$ cat src/rtl/seq_divider_if.sv
// Start/busy/done handshake and operand/result bundle for seq_divider.
interface seq_divider_if #(
    parameter int WIDTH = 4
);
    logic             start;
    logic [WIDTH-1:0] dividend;
    logic [WIDTH-1:0] divisor;
    logic             busy;
    logic             done;
    logic [WIDTH-1:0] quotient;
    logic [WIDTH-1:0] remainder;
    logic             div_by_zero;

    // Controller side: issues operands, watches status and results.
    modport master (
        output start, dividend, divisor,
        input  busy, done, quotient, remainder, div_by_zero
    );

    // Divider side.
    modport slave (
        input  start, dividend, divisor,
        output busy, done, quotient, remainder, div_by_zero
    );
endinterface

$ cat src/rtl/seq_divider.sv
// Sequential unsigned restoring divider: one quotient bit per clock,
// start/busy/done handshake, divide-by-zero short-circuits to DONE.
module seq_divider #(
    parameter int WIDTH = 4
) (
    input  logic         clk,
    input  logic         rst_n,
    seq_divider_if.slave bus
);
    localparam int CW = $clog2(WIDTH + 1);

    localparam logic [1:0] IDLE = 2'd0;
    localparam logic [1:0] RUN  = 2'd1;
    localparam logic [1:0] DONE = 2'd2;

    logic [1:0]       state;
    // Partial remainder never reaches D between iterations, so WIDTH bits
    // hold it; the shifted trial value below carries the extra bit.
    logic [WIDTH-1:0] rem_r;
    logic [WIDTH-1:0] q_r;
    logic [WIDTH-1:0] d_r;
    logic [CW-1:0]    cnt;
    logic [WIDTH-1:0] quo_o;
    logic [WIDTH-1:0] rem_o;
    logic             dz_o;

    logic [WIDTH:0]   shifted;
    logic [WIDTH:0]   trial;
    logic [WIDTH:0]   r_next;
    logic [WIDTH-1:0] q_next;
    logic             last;

    // One restoring step: shift {R,Q}, trial-subtract D, keep or restore.
    always_comb begin
        shifted = {rem_r, q_r[WIDTH-1]};
        trial   = shifted - {1'b0, d_r};
        r_next  = trial[WIDTH] ? shifted : trial;
        q_next  = {q_r[WIDTH-2:0], ~trial[WIDTH]};
        last    = (cnt == CW'(WIDTH - 1));
    end

    // Control FSM, iteration datapath and registered result capture.
    always_ff @(posedge clk or negedge rst_n) begin
        if (!rst_n) begin
            state <= IDLE;
            rem_r <= '0;
            q_r   <= '0;
            d_r   <= '0;
            cnt   <= '0;
            quo_o <= '0;
            rem_o <= '0;
            dz_o  <= 1'b0;
        end else begin
            case (state)
                IDLE, DONE: begin
                    if (bus.start) begin
                        q_r   <= bus.dividend;
                        d_r   <= bus.divisor;
                        rem_r <= '0;
                        cnt   <= '0;
                        if (bus.divisor != '0) begin
                            state <= RUN;
                        end else begin
                            quo_o <= '1;
                            rem_o <= bus.dividend;
                            dz_o  <= 1'b1;
                            state <= DONE;
                        end
                    end else begin
                        state <= IDLE;
                    end
                end
                RUN: begin
                    rem_r <= r_next[WIDTH-1:0];
                    q_r   <= q_next;
                    cnt   <= cnt + CW'(1);
                    if (last) begin
                        quo_o <= q_next;
                        rem_o <= r_next[WIDTH-1:0];
                        dz_o  <= 1'b0;
                        state <= DONE;
                    end
                end
                default: state <= IDLE;
            endcase
        end
    end

    // Status flags decode straight from the state register.
    assign bus.busy        = (state == RUN);
    assign bus.done        = (state == DONE);
    assign bus.quotient    = quo_o;
    assign bus.remainder   = rem_o;
    assign bus.div_by_zero = dz_o;
endmodule

$ cat src/flat_wrapper.sv
// flat-port wrapper written by rule: the top's interface ports become plain ports
module seq_divider_flat 
#(
    parameter int WIDTH = 4
)
  (clk, rst_n, bus_start, bus_dividend, bus_divisor, bus_busy, bus_done, bus_quotient, bus_remainder, bus_div_by_zero);
  seq_divider_if #(.WIDTH(WIDTH)) bus_i ();
  input  logic clk;
  input  logic rst_n;
  input wire logic [$bits(bus_i.start)-1:0] bus_start;
  input wire logic [$bits(bus_i.dividend)-1:0] bus_dividend;
  input wire logic [$bits(bus_i.divisor)-1:0] bus_divisor;
  output wire logic [$bits(bus_i.busy)-1:0] bus_busy;
  output wire logic [$bits(bus_i.done)-1:0] bus_done;
  output wire logic [$bits(bus_i.quotient)-1:0] bus_quotient;
  output wire logic [$bits(bus_i.remainder)-1:0] bus_remainder;
  output wire logic [$bits(bus_i.div_by_zero)-1:0] bus_div_by_zero;
  assign bus_i.start = bus_start;
  assign bus_i.dividend = bus_dividend;
  assign bus_i.divisor = bus_divisor;
  assign bus_busy = bus_i.busy;
  assign bus_done = bus_i.done;
  assign bus_quotient = bus_i.quotient;
  assign bus_remainder = bus_i.remainder;
  assign bus_div_by_zero = bus_i.div_by_zero;
  seq_divider #(.WIDTH(WIDTH)) u_core (.clk(clk), .rst_n(rst_n), .bus(bus_i));
endmodule
$ cat config.mk
export PLATFORM = sky130hd
export DESIGN_NAME = seq_divider_flat
export DESIGN_NICKNAME = d
export VERILOG_FILES = /design/src/rtl/seq_divider_if.sv /design/src/rtl/seq_divider.sv /design/src/flat_wrapper.sv
export SDC_FILE = /design/constraint.sdc
export NUM_CORES = 1
export LEC_CHECK = 0
export ABC_AREA = 0
export CORE_MARGIN = 2
export CORE_UTILIZATION = 41
export CTS_CLUSTER_DIAMETER = 30
export DETAILED_ROUTE_END_ITERATION = 12
export GPL_ROUTABILITY_DRIVEN = 1
export MAX_ROUTING_LAYER = met4
export PLACE_DENSITY_LB_ADDON = 0.3
export SLEW_MARGIN = 20
export SYNTH_ARGS = -nofsm -noshare
export SYNTH_HDL_FRONTEND = slang
export SYNTH_SLANG_ARGS = --single-unit
$ cat constraint.sdc
create_clock -name clk -period 5.7 [get_ports clk]
set_clock_uncertainty 0.15 [all_clocks]
set_input_delay 1.71 -clock clk [delete_from_list [all_inputs] [get_ports clk]]
set_output_delay 1.71 -clock clk [all_outputs]
set_load 0.05 [all_outputs]
==> reports/results.tsv <==
metric	value	unit
grt_max_degree	27	
drive_gt1_frac	0.0750	
clk_pin_slew	0.14	ns
cts_tree	built	
dr.first_iter.drc_count	39	
dp_hpwl	2.17	mm
grtUsageMet1	0.229	
finalSetupViolCount	0	
maxCapViolations	0	
hold_violations	0	
gp_congestion	0.800	
yosys-top-cells-area	dfrtp_1, nand2_1, ha_1, o21ai_0, nor2_1	
core_area	3280	um2
hold_path_class	reg2reg	
synth_commonest_cells	dfrtp_1, nand2_1, nor2_1, o21ai_0, a21oi_1	
arrival	2.30	ns
slew_viol_final	0	
synthFlopType	dfrtp_1	
criticalPathCategory	reg2out	
ios	22	
die_height	62.1	um
num_antenna_cells	0	
dieArea	3860	um2
cts_made_buffers	3	
antenna_found_initial	0	
tns	0	ns
area_growth	18.1	%
wire_per_inst	14.4	um
yosys.area.top_type	dfrtp_1	
clock_latency	0.33	ns
remaining_drc_errors	0	
fmax	0.240	GHz
antenna_left	0	
grt_usage	0.164	
crit_end	bus_busy	
layout_setup_ws	1.54	ns
synthDistinctLibCells	37	
rows	21	
status	completed	
yosys.area.top_type_share	0.470	
synth.avg_cell_area	9.82	um2
cts_buffer_depth	2	
synth_edf_count	0	
grt_pass1_wl	5.02	mm
place_ws	1.93	ns
path_max_fanout	18	
final_nets	180	
postCtsHoldBufs	0	
period_share	0.730	
slew_headroom	0.540	
cts-root-buf	clkbuf_4	
synth-async-reset-ratio	1.00	
post_cts_resized	0	
start_util	0.422	
grt.met3_usage	0.0344	
synth_most_common_cell	dfrtp_1	
cp-start-kind	flop	
ctsHtreeMaxLevel	1	
r2r_start	u_core.q_r[3]	
first_pass_iters	5	
die_x	62.1	um
r2r_end	u_core.bus.remainder[2]	
vias_per_cell	5.44	
ys_ff_latch	26	
period_needed	4.16	ns
vias	1121	
port_buffers	21	
rrSetupSlack	3.28	ns
wirelength	2.96	mm
yosysWarnings	0	
grt_util_met2	0.247	
clkSinkCount	26	
tightest_slew	0.690	ns
critPathCaptureType	output port	
busiest_layer	met2	
crit_required	3.84	ns
synthCells	141	
syn_nets	159	
synth_area	1390	um2
ys_seq_area_frac	0.470	
grt-ovfl-total	0	
r2r.worst_path.cells	8	
grt_pass1_vias	1074	
cts_setup_buffers	0	
crit_start	u_core.state[1]	
rsz0062_at_grt	no	
-- routing by layer --
layer	routed length [um]	vias up
li1	-	528
met1	1400	557
met2	1380	32
met3	144	4
met4	28	0
met5	0	-
-- cells in the final DEF, fill, tap and decap left out, drive strengths merged, types with 2 or more instances in the layout --
| cell | n |
|---|---|
| a211o | 2 |
| a21oi | 9 |
| a22o | 3 |
| a31oi | 2 |
| a41oi | 2 |
| and3 | 3 |
| clkbuf | 3 |
| clkdlybuf4s50 | 21 |
| dfrtp | 26 |
| ha | 6 |
| inv | 7 |
| nand2 | 21 |
| nand2b | 7 |
| nand3 | 4 |
| nor2 | 12 |
| nor3 | 2 |
| o21ai | 11 |
| o22a | 4 |
| xnor2 | 2 |
| xor2 | 2 |
-- worst max-delay path, cell delays in order (launching register included) --
cell and delay [ns]:
dfrtp_1 0.40, nand2b_1 0.45, inv_4 0.28, clkdlybuf4s50_1 0.84
-- how the worst min path moves through the flow --
stage                                 startpoint  cells after the start                endpoint  slack [ns]
after CTS                          u_core.cnt[2]                      2           u_core.cnt[2]        0.36
after floorplan                    u_core.cnt[2]                      2           u_core.cnt[2]        0.30
after global placement             u_core.cnt[2]                      2           u_core.cnt[2]        0.32
final                              u_core.cnt[2]                      2           u_core.cnt[2]        0.35
after detailed placement           u_core.cnt[2]                      2           u_core.cnt[2]        0.32
after global routing      u_core.bus.quotient[2]                      1  u_core.bus.quotient[2]        0.38
-- metrics by stage --
step / instance area (um2) / util / cells / hold slack, ns
final: 1640 / 0.498 / 206 / 0.353
after global routing: 1640 / 0.498 / 206 / 0.379
after CTS: 1640 / 0.498 / 206 / 0.356
after detailed placement: 1610 / 0.491 / 203 / 0.324
after global placement: 1610 / 0.491 / 203 / 0.323
after floorplan: 1390 / - / 141 / 0.300
-- kinds of logic (layout without fill, tap and decap cells) --
group,count (synthesis),count (layout),synth area share
AND/OR/NAND/NOR,53,53,0.185
AO/OA/AOI/OAI,37,37,0.189
flip-flops,26,26,0.470
buffers and inverters,13,32,0.0551
adder cells (fa/ha/maj),7,7,0.0687
XOR/XNOR,4,4,0.0253
multiplexers,1,1,0.00723
-- final cells by class --
class                   instances  area (um2)
multi-input cells             102         658
clock buffers                   3        22.5
flip-flops and latches         26         651
well taps                      46        57.6
fillers                       307        1650
inverters                       7        28.8
repair buffers                 22         218
-- registers in the layout, summed over array words and instances, names as in the netlist --
register	flops
u_core.bus.quotient	4
u_core.bus.remainder	4
u_core.d_r	4
u_core.q_r	4
u_core.rem_r	4
u_core.cnt	3
u_core.state	2
u_core.bus.div_by_zero	1
Power is not shown: default switching activity piles up to over one toggle a cycle in this logic, so the estimate is an artifact.
